[config.mk]
export PLATFORM = sky130hd
export DESIGN_NAME = ps2_voice_allocator
export DESIGN_NICKNAME = d
export VERILOG_FILES = /design/src/rtl/ps2_voice_allocator.sv
export SDC_FILE = /design/constraint.sdc
export NUM_CORES = 1
export LEC_CHECK = 0
export ABC_AREA = 1
export ABC_CLOCK_PERIOD_IN_PS = 4970
export BUFFER_PORTS_ARGS = -buffer_cell sky130_fd_sc_hd__buf_2
export CAP_MARGIN = 10
export CELL_PAD_IN_SITES_DETAIL_PLACEMENT = 0
export CELL_PAD_IN_SITES_GLOBAL_PLACEMENT = 1
export CORE_MARGIN = 5
export CORE_UTILIZATION = 42
export CTS_CLUSTER_SIZE = 24
export DETAILED_ROUTE_END_ITERATION = 6
export PLACE_DENSITY = 0.83
export SETUP_SLACK_MARGIN = 0.02
export SLEW_MARGIN = 40
export SYNTH_ARGS = -nofsm -noshare
export SYNTH_HDL_FRONTEND = slang
export SYNTH_SLANG_ARGS = --single-unit
[constraint.sdc]
create_clock -name iCLK_50 -period 4.97 [get_ports iCLK_50]
set_clock_uncertainty 0.15 [all_clocks]
set_input_delay 1.491 -clock iCLK_50 [delete_from_list [all_inputs] [get_ports iCLK_50]]
set_output_delay 1.491 -clock iCLK_50 [all_outputs]
set_load 0.005 [all_outputs]
[src/rtl/ps2_voice_allocator.sv]
// PS/2 set-2 voice allocator.
// Decodes make/break/extended prefixes from received scan bytes and maps
// held keys onto a fixed pool of note voices. A new note takes the
// lowest-index free voice. When the pool is full it either steals the
// oldest voice or drops the note.
//
// state     | meaning
// ----------+-----------------------------------------------
// S_IDLE    | no prefix pending; 01..7F is a make
// S_BRK     | F0 seen; 01..7F is a break
// S_EXT     | E0 seen; extended key, never produces events
// S_EXT_BRK | E0 F0 seen; next byte swallowed
module ps2_voice_allocator #(
   parameter int NUM_VOICES = 4,
   parameter int AGE_W      = 3,
   parameter int STEAL_EN   = 1
) (
   input  logic                    iCLK_50,
   input  logic                    reset,
   input  logic                    scan_valid,
   input  logic [7:0]              scan_code,
   input  logic                    all_off,
   output logic [NUM_VOICES-1:0]   voice_on,
   output logic [8*NUM_VOICES-1:0] voice_code,
   output logic [NUM_VOICES-1:0]   voice_trig,
   output logic                    steal_pulse,
   output logic                    drop_pulse
);

   typedef enum logic [1:0] {S_IDLE, S_BRK, S_EXT, S_EXT_BRK} pfx_t;

   localparam logic [AGE_W-1:0] AGE_MAX   = '1;
   localparam logic [7:0]       CODE_FREE = 8'hF0;

   pfx_t                  pfx_q, pfx_d;
   logic                  make_ev, brk_ev, is_key;

   logic [NUM_VOICES-1:0] on_q, on_d;
   logic [7:0]            code_q [NUM_VOICES];
   logic [7:0]            code_d [NUM_VOICES];
   logic [AGE_W-1:0]      age_q  [NUM_VOICES];
   logic [AGE_W-1:0]      age_d  [NUM_VOICES];
   logic [NUM_VOICES-1:0] trig_q, trig_d;
   logic                  steal_q, steal_d;
   logic                  drop_q, drop_d;

   logic                  hit, free_any, old_found, alloc;
   int                    hit_idx, free_idx, old_idx, alloc_idx;
   logic [AGE_W-1:0]      old_age;

   assign is_key = (scan_code != 8'h00) && !scan_code[7];

   // Prefix decoder: next prefix state and the make/break event of this byte.
   always_comb begin
      pfx_d   = pfx_q;
      make_ev = 1'b0;
      brk_ev  = 1'b0;
      if (scan_valid && !all_off) begin
         case (pfx_q)
            S_IDLE: begin
               if (scan_code == 8'hF0)      pfx_d = S_BRK;
               else if (scan_code == 8'hE0) pfx_d = S_EXT;
               else if (is_key)             make_ev = 1'b1;
            end
            S_BRK: begin
               if (is_key) begin
                  brk_ev = 1'b1;
                  pfx_d  = S_IDLE;
               end
               else if (scan_code == 8'hF0) pfx_d = S_BRK;
               else if (scan_code == 8'hE0) pfx_d = S_EXT;
               else                         pfx_d = S_IDLE;
            end
            S_EXT: begin
               if (scan_code == 8'hF0) pfx_d = S_EXT_BRK;
               else                    pfx_d = S_IDLE;
            end
            default: pfx_d = S_IDLE;
         endcase
      end
      if (all_off) pfx_d = S_IDLE;
   end

   // Voice search: held match, lowest free slot, oldest active slot.
   always_comb begin
      hit       = 1'b0;
      hit_idx   = 0;
      free_any  = 1'b0;
      free_idx  = 0;
      old_found = 1'b0;
      old_idx   = 0;
      old_age   = '0;
      for (int i = 0; i < NUM_VOICES; i++) begin
         if (on_q[i] && code_q[i] == scan_code && !hit) begin
            hit     = 1'b1;
            hit_idx = i;
         end
         if (!on_q[i] && !free_any) begin
            free_any = 1'b1;
            free_idx = i;
         end
         // strict compare keeps the lowest index on equal ages
         if (on_q[i] && (!old_found || age_q[i] > old_age)) begin
            old_found = 1'b1;
            old_idx   = i;
            old_age   = age_q[i];
         end
      end
   end

   // Voice table update for make/break events and panic clear.
   always_comb begin
      on_d      = on_q;
      code_d    = code_q;
      age_d     = age_q;
      trig_d    = '0;
      steal_d   = 1'b0;
      drop_d    = 1'b0;
      alloc     = 1'b0;
      alloc_idx = 0;

      if (make_ev && !hit) begin
         if (free_any) begin
            alloc     = 1'b1;
            alloc_idx = free_idx;
         end
         else if (STEAL_EN != 0) begin
            alloc     = 1'b1;
            alloc_idx = old_idx;
            steal_d   = 1'b1;
         end
         else begin
            drop_d = 1'b1;
         end
      end

      if (alloc) begin
         for (int i = 0; i < NUM_VOICES; i++) begin
            if (i == alloc_idx) begin
               on_d[i]   = 1'b1;
               code_d[i] = scan_code;
               age_d[i]  = '0;
               trig_d[i] = 1'b1;
            end
            else if (on_q[i] && age_q[i] != AGE_MAX) begin
               age_d[i] = age_q[i] + 1'b1;
            end
         end
      end

      if (brk_ev && hit) begin
         for (int i = 0; i < NUM_VOICES; i++) begin
            if (i == hit_idx) begin
               on_d[i]   = 1'b0;
               code_d[i] = CODE_FREE;
               age_d[i]  = AGE_MAX;
            end
         end
      end

      if (all_off) begin
         on_d    = '0;
         trig_d  = '0;
         steal_d = 1'b0;
         drop_d  = 1'b0;
         for (int i = 0; i < NUM_VOICES; i++) begin
            code_d[i] = CODE_FREE;
            age_d[i]  = AGE_MAX;
         end
      end
   end

   // Prefix state register.
   always_ff @(posedge iCLK_50 or negedge reset) begin
      if (!reset) pfx_q <= S_IDLE;
      else        pfx_q <= pfx_d;
   end

   // Voice table and pulse registers.
   always_ff @(posedge iCLK_50 or negedge reset) begin
      if (!reset) begin
         on_q    <= '0;
         trig_q  <= '0;
         steal_q <= 1'b0;
         drop_q  <= 1'b0;
         for (int i = 0; i < NUM_VOICES; i++) begin
            code_q[i] <= CODE_FREE;
            age_q[i]  <= AGE_MAX;
         end
      end
      else begin
         on_q    <= on_d;
         trig_q  <= trig_d;
         steal_q <= steal_d;
         drop_q  <= drop_d;
         for (int i = 0; i < NUM_VOICES; i++) begin
            code_q[i] <= code_d[i];
            age_q[i]  <= age_d[i];
         end
      end
   end

   for (genvar g = 0; g < NUM_VOICES; g++) begin : g_code
      assign voice_code[8*g +: 8] = code_q[g];
   end

   assign voice_on    = on_q;
   assign voice_trig  = trig_q;
   assign steal_pulse = steal_q;
   assign drop_pulse  = drop_q;

endmodule

==> flow_metrics.env <==
export IMPL_path_clk_slew_ns=0.11
export IMPL_r2r_cells=27
export IMPL_grt_overflow=0
export IMPL_worst_hold_path_num_cells=2
export IMPL_path_class="reg2reg"
export IMPL_wl_per_cell_um=14.78
export IMPL_outcome="completed"
export IMPL_setup_viol=0
export IMPL_synthesis_area_um2=3735
export IMPL_hold_class="reg2reg"
export IMPL_max_freq_mhz=222.5
export IMPL_required_ns=5.04
export IMPL_grt_usage_pct=18.52
export IMPL_start_kind="register"
export IMPL_synth_edf_count=0
export IMPL_clockBufferDepth=2
export IMPL_dp_hpwl_um=7474
export IMPL_synth_simple_area_share_pct=38.06
export IMPL_power_density_nw_per_um2=214.6
export IMPL_crit_top_cell="nand2_1"
export IMPL_final_setup_tns_ns=0
export IMPL_syn_area_per_cell_um2=7.114
export IMPL_ys_top_cells_by_count="161 x nand2_1, 85 x nor2_1, 57 x inv_1"
export IMPL_wl_um=10030
export IMPL_drive_above_1_share_pct=20.49
export IMPL_worstSetupStartpoint="age_q[11]"
export IMPL_synth_fa_ha_area_share_pct=5.695
export IMPL_cts_tree="done"
export IMPL_hold_start="voice_code[15]"
export IMPL_synth_fp_nets=554
export IMPL_critPathCaptureType="register"
export IMPL_r2r_start="age_q[11]"
export IMPL_worstPathMaxFanout=17
export IMPL_synth_compound_gate_area_share_pct=7.002
export IMPL_ios=54
export IMPL_stdcell_area_um2=4118
export IMPL_die_area_um2=10880
export IMPL_preCtsSetupSlack_ns=0.3509
export IMPL_report_final_slew_viol_count=0
export IMPL_yosysTopAreaCellShare_pct=19.70
export IMPL_final_antenna_net_count=0
export IMPL_antenna_found_initial=0
export IMPL_clock_latency_ns=0.32
export IMPL_syn_inst=525
export IMPL_p_total_w=0.0008837
export IMPL_num_antenna_cells=0
export IMPL_synth_main_ff_cell="dfstp_2"
export IMPL_maxCapViolations=0
export IMPL_setup_slack_ns=0.4762
export IMPL_cts_root_buf="clkbuf_8"
export IMPL_dpl_cell_area_um2=4014
export IMPL_ys_types=35
export IMPL_synth_largest_area_cell="dfstp_2"
export IMPL_drt_iter0_drc=107
export IMPL_hold_viol_final=0
export IMPL_numCtsBuffers=5
export IMPL_route_detailed_drc=0
export IMPL_n_fill_cell=928
export IMPL_grt_pass1_wl_um=16660
export IMPL_routed_via_density=5.016
export IMPL_worstPathArrival_ns=4.56
export IMPL_synth_top_family_by_area="simple AND/OR/NAND/NOR gates"
export IMPL_post_route_period_util_pct=90.42
export IMPL_synthMuxAreaShare_pct=0
export IMPL_cts_sinks=55
export IMPL_ys_async_sr_fraction_pct=100.0
export IMPL_max_slew_worst_pin_slew_ns=0.5729
export IMPL_area_growth_pct=10.25
export IMPL_crit_slowest_cell="dfstp_2"
export IMPL_yosysMostFrequentCell="nand2_1"
export IMPL_seq_area_frac_synth_pct=37.79
export IMPL_cts_setup_buffers=0
export IMPL_rsz0062_at_grt="false"
export IMPL_period_minus_slack_ns=4.494
export IMPL_port_buffers=52
export IMPL_vias=3406
export IMPL_whs_ns=0.3335
export IMPL_grt_max_degree=33
export IMPL_start_util_pct=43.04
export IMPL_synth_area_leaders="dfstp_2 20%, dfrtp_1 18%, nand2_1 16%, nor2_1 8.5%, inv_1 5.7%"
export IMPL_ir_drop_mv=0.1241
export IMPL_critPathMaxStageDelay_ns=0.57
export IMPL_place_congestion=0.8437
export IMPL_dr_pass1_iters=4
export IMPL_die_w_um=104.3
export IMPL_num_rows=34
export IMPL_ys_ff_latch=55
export IMPL_yosysWarnings=0
export IMPL_p_leak_nw=2.186
export IMPL_grt_pass1_vias=3322
export IMPL_coreArea_um2=8678
export IMPL_synth_xor_area_share_pct=1.642
export IMPL_nets=599
export IMPL_htree_num_levels=2
export IMPL_fp_dieH_um=104.3
export IMPL_maxSlewHeadroom_pct=61.68
worst max-delay path, delay by kind of cell (launching register included):
family,cells,cell delay (ns)
buffers and inverters,2,0.26
DFF,1,0.57
and+or+nand+nor,15,1.37
AOI/OAI and AO/OA,7,1.14
adders and majority gates,3,0.89
final timing paths:
path,slack [ns],endpoint
worst max register to register,0.48,voice_code[19]
min in group asynchronous,0.96,voice_trig[3]
max in group asynchronous,2.98,voice_code[22]
worst min-delay path,0.33,voice_code[15]
worst max-delay path,0.48,voice_code[19]
worst min register to register,0.33,voice_code[15]
kinds of logic after synthesis:
group,Yosys count
AOI/OAI and AO/OA,44
and+or+nand+nor,323
adders and majority gates,17
DFF,55
other,1
xor gates and xnor gates,7
buffers and inverters,78
placed cells by master (no fill, tap or decap), types with 2 or more instances in the layout:
cell type	n
nand3_1	37
inv_2	3
clkinv_1	2
a21oi_2	3
clkbuf_8	5
clkinv_4	2
or2_2	6
o21ai_0	15
nor3_1	3
nand2_1	160
o21ai_1	2
o22ai_1	3
nand3_4	4
inv_1	57
nand4_1	15
dfstp_2	28
buf_4	2
a21oi_1	17
nor2_1	85
nand2_2	4
dfrtp_1	27
buf_2	51
nand3b_1	3
xnor2_1	3
nor2_2	2
xor2_1	4
ha_1	17
metal layers:
layer  wire, um  GRT usage (%)  vias up  part of all wire [%]
li1           -              -     1743                     -
met1       4847          25.08     1601                    48
met2       4737          31.18       55                    47
met3        340          2.980        7                   3.4
met4        108          3.793        0                   1.1
met5          0              0        -                     0
metrics by stage:
stage	std cells	util, %
floorplan	525	-
global placement	671	46.25
detailed placement	671	46.25
CTS	679	47.33
global route	679	47.45
finish	679	47.45
cell type report:
class	count	area (um2)	share of cell area, %
flip-flops and latches	55	1411	34.28
multi-input cells	392	1968	47.80
inverters	63	239.0	5.804
repair buffers	53	270.3	6.563
clock buffers	5	68.82	1.671
well taps	108	135.1	3.282
clock inverters	3	25.02	0.6077
power breakdown:
| group | switching, W | internal, W | total, W |
|---|---|---|---|
| Combinational | 0.0000948 | 0.0000442 | 0.000139 |
| Sequential | 0.0000133 | 0.000465 | 0.000478 |
| Clock | 0.000165 | 0.000101 | 0.000267 |
what timing repair did:
item | in CTS | in global routing
setup endpoints to repair | 0 | 36
hold buffers | 0 | 0
resized for setup | 0 | 4
sequential cells by signal, summed over array words and instances (netlist names):
signal,cells
steal_pulse,1
voice_trig,4
pfx_q,2
voice_on,4
age_q,12
voice_code,32
Note: power is estimated with default switching activity, not from simulation.
